File: src/rtl/pipe_return_buffer.sv
// pipe_return_buffer: admits items into an external fixed-latency delay line,
// tracks live stages and captures tail data into a credit-guarded FIFO.
//
// Ports:
//   i_clk, i_reset_n     clock (rising edge), async active-low reset
//   i_in_valid           upstream item present
//   o_in_ready           a credit is free (registered state only)
//   o_pipe_launch        head-valid of the delay line (admit pulse)
//   i_pipe_data          tail data of the delay line
//   o_out_data           FIFO head
//   o_out_valid          FIFO non-empty
//   i_out_ready          downstream accepts the head
//   o_used               credits in use: in flight plus buffered

module pipe_return_buffer #(
  parameter int WIDTH   = 32,
  parameter int LATENCY = 5,
  parameter int DEPTH   = 8
) (
  input  logic                     i_clk,
  input  logic                     i_reset_n,
  input  logic                     i_in_valid,
  output logic                     o_in_ready,
  output logic                     o_pipe_launch,
  input  logic [WIDTH-1:0]         i_pipe_data,
  output logic [WIDTH-1:0]         o_out_data,
  output logic                     o_out_valid,
  input  logic                     i_out_ready,
  output logic [$clog2(DEPTH):0]   o_used
);

  localparam int AW = $clog2(DEPTH);
  localparam int PW = AW + 1;

  logic [LATENCY-1:0] vsr_q;
  logic [LATENCY-1:0] vsr_d;
  logic [PW-1:0]      wr_ptr_q;
  logic [PW-1:0]      wr_ptr_d;
  logic [PW-1:0]      rd_ptr_q;
  logic [PW-1:0]      rd_ptr_d;
  logic [PW-1:0]      used_q;
  logic [PW-1:0]      used_d;

  logic [WIDTH-1:0]   mem_q [DEPTH];

  logic in_ready;
  logic launch;
  logic pop;
  logic capture;
  logic out_valid;

  // Admission looks only at the registered credit count, so a pop
  // returns its credit one cycle later and no path from i_out_ready
  // or i_in_valid reaches o_in_ready.
  assign in_ready  = (used_q < PW'(DEPTH)) & i_reset_n;
  assign launch    = i_in_valid & in_ready;
  assign out_valid = (wr_ptr_q != rd_ptr_q);
  assign pop       = out_valid & i_out_ready;
  assign capture   = vsr_q[LATENCY-1];

  always_comb begin
    vsr_d    = '0;
    vsr_d[0] = launch;
    for (int i = 1; i < LATENCY; i++) begin
      vsr_d[i] = vsr_q[i-1];
    end
  end

  always_comb begin
    wr_ptr_d = wr_ptr_q;
    rd_ptr_d = rd_ptr_q;
    if (capture) wr_ptr_d = wr_ptr_q + PW'(1);
    if (pop)     rd_ptr_d = rd_ptr_q + PW'(1);
  end

  always_comb begin
    used_d = used_q;
    unique case (1'b1)
      launch & ~pop: used_d = used_q + PW'(1);
      pop & ~launch: used_d = used_q - PW'(1);
      default:       used_d = used_q;
    endcase
  end

  always_ff @(posedge i_clk or negedge i_reset_n) begin
    if (!i_reset_n) begin
      vsr_q    <= '0;
      wr_ptr_q <= '0;
      rd_ptr_q <= '0;
      used_q   <= '0;
    end else begin
      vsr_q    <= vsr_d;
      wr_ptr_q <= wr_ptr_d;
      rd_ptr_q <= rd_ptr_d;
      used_q   <= used_d;
    end
  end

  // Storage holds no reset; the pointers alone define validity.
  always_ff @(posedge i_clk) begin
    if (capture) begin
      mem_q[wr_ptr_q[AW-1:0]] <= i_pipe_data;
    end
  end

  assign o_in_ready    = in_ready;
  assign o_pipe_launch = launch;
  assign o_out_valid   = out_valid;
  assign o_out_data    = mem_q[rd_ptr_q[AW-1:0]];
  assign o_used        = used_q;

endmodule
File: config.mk
export PLATFORM = sky130hd
export DESIGN_NAME = pipe_return_buffer
export DESIGN_NICKNAME = d
export VERILOG_FILES = /design/src/rtl/pipe_return_buffer.sv
export SDC_FILE = /design/constraint.sdc
export NUM_CORES = 1
export LEC_CHECK = 0
export CORE_MARGIN = 5
export CORE_UTILIZATION = 30
export CTS_CLUSTER_SIZE = 8
export DETAILED_ROUTE_END_ITERATION = 7
export PLACE_DENSITY = 0.56
export SYNTH_ARGS = -nofsm -noshare
export SYNTH_HDL_FRONTEND = slang
export SYNTH_SLANG_ARGS = --single-unit
File: constraint.sdc
create_clock -name i_clk -period 6 [get_ports i_clk]
set_input_delay 1.2 -clock i_clk [delete_from_list [all_inputs] [get_ports i_clk]]
set_output_delay 1.2 -clock i_clk [all_outputs]
set_load 0.01 [all_outputs]
==> impl_metrics.toml, run 1 <==
[synth]
synth.area.top_cells = "edfxtp_1 72%, mux4_2 12%, dfrtp_1 4.0%"
synth_top_area_share = 0.724
netlist_instances = 446
synth_commonest_cells = "256 x edfxtp_1, 58 x mux4_2, 28 x mux2_4"
synth_edf_count = 256
yosys_register_bits = 273
yosysTopAreaCell = "edfxtp_1"
synthArstFlopShare = 0.0623
synth_cell_types = 34
synth.most_common_cell = "edfxtp_1"
synth-main-ff-cell = "edfxtp_1"
seq_area_frac_synth = 0.764
synth_area_um2 = 10600
yosysWarnings = 0
syn_area_per_cell_um2 = 23.8
syn_nets = 488

[route]
drtIter0Drc = 270
wl_per_cell_um = 21.1
drcViolationCount = 0
viasPerCell = 4.61
ant_nets = 0
drtPass1Iterations = 4
via_count = 4758
finalWirelength_mm = 21.8

[clocking]
cts_resized = 0
cts_tree = "yes"
insertion_delay_ps = 510
cts_root_buffer = "clkbuf_16"
cts_hold_buf = 0
post_cts_buffers = 0
h-tree-depth = 2
clockBufferDepth = 3
cts.sinks = 273
numCtsBuffers = 40
path_clk_slew_ps = 50

[critical_path]
required_ps = 4800
cp_max_fo = 36
cp-end-kind = "output port"
critPathKind = "reg -> out"
critPathLaunch = "rd_ptr_q[0]"
cp.arrival_ps = 3270
r2r_start = "rd_ptr_q[1]"
start_kind = "flop"

[floorplan]
die-width_um = 198
die_y_um = 198
core-area_um2 = 35200
die_area_um2 = 39300
ios = 75
row_count = 69
initial_core_util = 0.302

[timing]
post-route-min-period_ps = 4470
max_slew_margin = 0.301
final_max_slew_viol_count = 0
period_share = 0.745
setup_violations = 0
rsz0062_at_grt = "false"
max_freq_mhz = 224
hold_viol = 0
hold_ws_ps = 344
tightest_slew_ps = 1050
tns_ps = 0
clock_skew_ps = 16.2

[placement]
gp_congestion = 0.720
placedCellCount = 972
place_hpwl_mm = 12.0
portBuffers = 74

[outcome]
status = "finished, final reports clean"

[cells_and_area]
nNetsFinal = 595
antenna-diode-count = 0
areaGrowthSynthToFinish_pct = 22.7
drive_gt1_frac = 0.277
nFillCells = 3204
final_cell_count_no_fill = 1032

[grt]
grt_max_degree = 69
grt_pass1_vias = 5349
grtUsageTotal = 0.112
overflow = 0
antenna_found_initial = 3
grt_pass1_wl_mm = 32.8

[hold_path]
hold_path.class = "reg -> reg"
hold_start = "vsr_q[3]"

[power_and_ir_drop]
power_frac_seq = 0.405
intPower_w = 0.00457
p_sw_w = 0.00170
pwr-share-clk = 0.313
switching_share = 0.271
p_leak_nw = 4.25
power_density_nw_per_um2 = 481
peakVddDrop_mv = 0.230
pwr-share-comb = 0.281

[run]
drv_cap = 0
[sequential cells by signal, indices dropped and copies added, names as in the netlist]
name / cells
mem_q: 256
vsr_q: 5
o_used: 4
rd_ptr_q: 4
wr_ptr_q: 4
[cells by family after synthesis]
logic type | after synthesis | synth area share
multiplexers | 99 | 0.185
flip-flops | 273 | 0.764
AO/OA/AOI/OAI | 7 | 0.00577
buffers and inverters | 26 | 0.0173
AND/OR/NAND/NOR | 23 | 0.0106
XOR/XNOR | 12 | 0.00990
adder cells (fa/ha/maj) | 6 | 0.00778
[through the flow]
step | total power [W] | setup slack [ps] | area, um^2 | utilization
6_report | 0.00627 | 1530 | 13000 | 0.370
2_1_floorplan | 0.00368 | 2730 | 10600 | -
3_3_place_gp | 0.00436 | 1630 | 11900 | 0.338
4_1_cts | 0.00639 | 1430 | 13000 | 0.370
3_5_place_dp | 0.00440 | 1550 | 11900 | 0.338
5_1_grt | 0.00659 | 1310 | 13000 | 0.370
[layout by cell type, fill, tap and decap left out, types with 2 or more instances in the layout]
master,count
mux4_1,6
nor3_2,2
xor2_1,4
dfrtp_4,2
mux2_4,28
inv_1,6
buf_4,11
clkbuf_16,40
clkbuf_1,16
mux4_2,58
nor2_4,6
dfrtp_1,14
clkdlybuf4s50_1,74
nand2b_1,3
xnor2_1,8
nand2_1,6
nand4_1,2
ha_1,5
mux2_2,6
edfxtp_1,256
[critical path, cell delays in order (launching register included)]
cell and delay (ps):
dfrtp_4 910, buf_4 470, mux4_2 560, mux2_4 280
clkdlybuf4s50_1 550
[metal layers]
layer,global-route usage,vias up,part of all wire
li1,-,2085,-
met3,0.0337,43,0.057
met5,0,-,0.0016
met1,0.139,2513,0.42
met2,0.189,111,0.50
met4,0.0319,6,0.022
[layout make-up]
class	instances	area (um^2)	share of cell area
multi-input combinational	147	2380	0.183
clock buffer	57	1070	0.0825
inverter	6	22.5	0.00173
timing repair buffer	85	823	0.0632
clock inverter	3	28.8	0.00221
tap	461	577	0.0443
sequential	273	8120	0.623
[power by group through the flow]
stage / clock [W] / combinational [W] / sequential [W]
2_1_floorplan: 0 / 0.00134 / 0.00235
3_3_place_gp: 0 / 0.00178 / 0.00258
4_1_cts: 0.00202 / 0.00182 / 0.00256
5_1_grt: 0.00212 / 0.00190 / 0.00258
3_5_place_dp: 0 / 0.00181 / 0.00259
6_report: 0.00196 / 0.00176 / 0.00254
[path summary, 6_finish.rpt]
| kind | to | slack [ps] | cells past startpoint |
|---|---|---|---|
| worst min register to register | vsr_q[4] | 340 | 0 |
| worst min-delay path | vsr_q[4] | 340 | 0 |
| max in group asynchronous | rd_ptr_q[1] | 4270 | 1 |
| worst max register to register | o_used[3] | 2620 | 8 |
| worst max-delay path | o_out_data[26] | 1530 | 4 |
| min in group asynchronous | o_used[3] | 1140 | 1 |
Note: power is estimated with default switching activity, not from simulation.
==> run 2, diff against run 1 <==
- PLACE_DENSITY: 0.56 -> 0.58
- clock period: 6 -> 3.81 ns (I/O delays scaled with it)
==> run 2 against run 1 <==
Non-clock buffer count rose by 8. Clock-buffer cell count rose by 14. Global-route usage fell by 0.21 points. Largest cell class unchanged.
==> impl_metrics.toml, run 2 (same netlist as run 1, synthesis figures left out) <==
[grt]
grt_most_used_layer = "met2"
overflow = 0
grtUsageTotal = 0.110
use_met3 = 0.0320
met1_usage = 0.141
antenna_found_initial = 1
grt_pass1_wl_mm = 32.3
grt_use_met2 = 0.181
grt_pass1_vias = 5231
grt_max_degree = 39

[floorplan]
die-width_um = 198
die_area_um2 = 39300
initial_core_util = 0.302
row_count = 69
core-area_um2 = 35200
ios = 75
die_y_um = 198

[timing]
tightest_slew_ps = 807
final_max_slew_viol_count = 0
max_freq_mhz = 277
period_share = 0.948
rsz0062_at_grt = "false"
clock_skew_ps = 15.6
post-route-min-period_ps = 3610
max_slew_margin = 0.461
setup_violations = 0
hold_viol = 0
tns_ps = 0

[route]
drcViolationCount = 0
wl_per_cell_um = 20.1
via_count = 4767
finalWirelength_mm = 21.2
drtIter0Drc = 252
drtPass1Iterations = 4
viasPerCell = 4.52
ant_nets = 0

[power_and_ir_drop]
intPower_w = 0.00739
p_leak_nw = 4.34
power_density_nw_per_um2 = 764
pwr-share-comb = 0.302
total_power_w = 0.0101
p_sw_w = 0.00270
pwr-share-clk = 0.319
power_frac_seq = 0.380
peakVddDrop_mv = 0.294
switching_share = 0.267

[outcome]
status = "finished, final reports clean"

[cells_and_area]
largest_register_ffs = 256
drive_gt1_frac = 0.285
fin_util = 0.375
final_common_cell = "edfxtp_1"
nFillCells = 3189
final_cell_mix = "256 x edfxtp_1, 74 x clkdlybuf4s50_1, 58 x mux4_2"
nNetsFinal = 603
areaGrowthSynthToFinish_pct = 24.4

[clocking]
cts_tree = "yes"
h-tree-depth = 2
path_clk_slew_ps = 50
insertion_delay_ps = 510
numCtsBuffers = 40
cts.sinks = 273
cts_root_buffer = "clkbuf_16"
cts_resized = 0
clockBufferDepth = 3
cts_hold_buf = 0

[critical_path]
cp_cell_sequence = "buf_4, mux4_1, mux2_4, clkdlybuf4s50_1"
critPathLaunch = "rd_ptr_q[0]"
reg2reg_to = "o_used[3]"
required_ps = 3050
cp-end-kind = "output port"
critPathKind = "reg -> out"
reg2reg_setup_slack_ps = 400
crit_family = "multiplexers"
cp_max_fo = 17
rr_worst_depth = 9
r2r_start = "rd_ptr_q[0]"
crit_cells = 4
cpPeakStageDelay_ps = 690
worst-path-buf-inv = 2
cp.arrival_ps = 2850
endpoint = "o_out_data[24]"
start_kind = "flop"
critPathSlowestCell = "dfrtp_4"

[placement]
gp_congestion = 0.651
portBuffers = 74
place_hpwl_mm = 12.4

[run]
drv_cap = 0

[hold_path]
hold_path.class = "reg -> reg"
-- run 2: cell type report --
type                    instances  area [um^2]  area share
flip-flops and latches        273         8120       0.615
multi-input cells             147         2380       0.180
clock buffers                  71         1160      0.0877
repair buffers                 93          933      0.0706
well taps                     461          577      0.0436
clock inverters                 3         22.5     0.00170
inverters                       6         22.5     0.00170
diodes                          1         2.50    0.000189
-- run 2: layer usage --
metal / routed length, um / up-vias
li1: - / 2116
met1: 9020 / 2508
met2: 10500 / 102
met3: 1280 / 39
met4: 425 / 2
met5: 13 / -
-- run 2: through the flow --
| stage | cell area, um^2 | hold slack, ps | std cells | setup WS, ps |
|---|---|---|---|---|
| floorplan | 10600 | 331 | 446 | 543 |
| global placement | 12000 | 335 | 979 | 455 |
| detailed placement | 12000 | 336 | 979 | 256 |
| CTS | 13200 | 347 | 1054 | 125 |
| global route | 13200 | 352 | 1054 | 79.2 |
| finish | 13200 | 345 | 1055 | 198 |
-- run 2: what timing repair did --
action,CTS,global route
setup buffers,1,0
setup endpoints to repair,3,0
endpoints found under the hold margin,0,0
-- run 2: power by group through the flow --
stage | Clock, W | Sequential [W] | Combinational [W]
floorplan | 0 | 0.00369 | 0.00211
global placement | 0 | 0.00392 | 0.00299
detailed placement | 0 | 0.00394 | 0.00304
CTS | 0.00332 | 0.00384 | 0.00313
global route | 0.00346 | 0.00387 | 0.00327
finish | 0.00322 | 0.00383 | 0.00305
-- run 2: how the worst min path moves through the flow --
stage             start  slack [ps]  endpoint  depth (start not counted)
5_1_grt        vsr_q[3]         350  vsr_q[4]                          0
4_1_cts        vsr_q[3]         350  vsr_q[4]                          0
3_3_place_gp   vsr_q[3]         340  vsr_q[4]                          0
2_1_floorplan  vsr_q[0]         330  vsr_q[1]                          0
3_5_place_dp   vsr_q[3]         340  vsr_q[4]                          0
6_report       vsr_q[3]         350  vsr_q[4]                          0
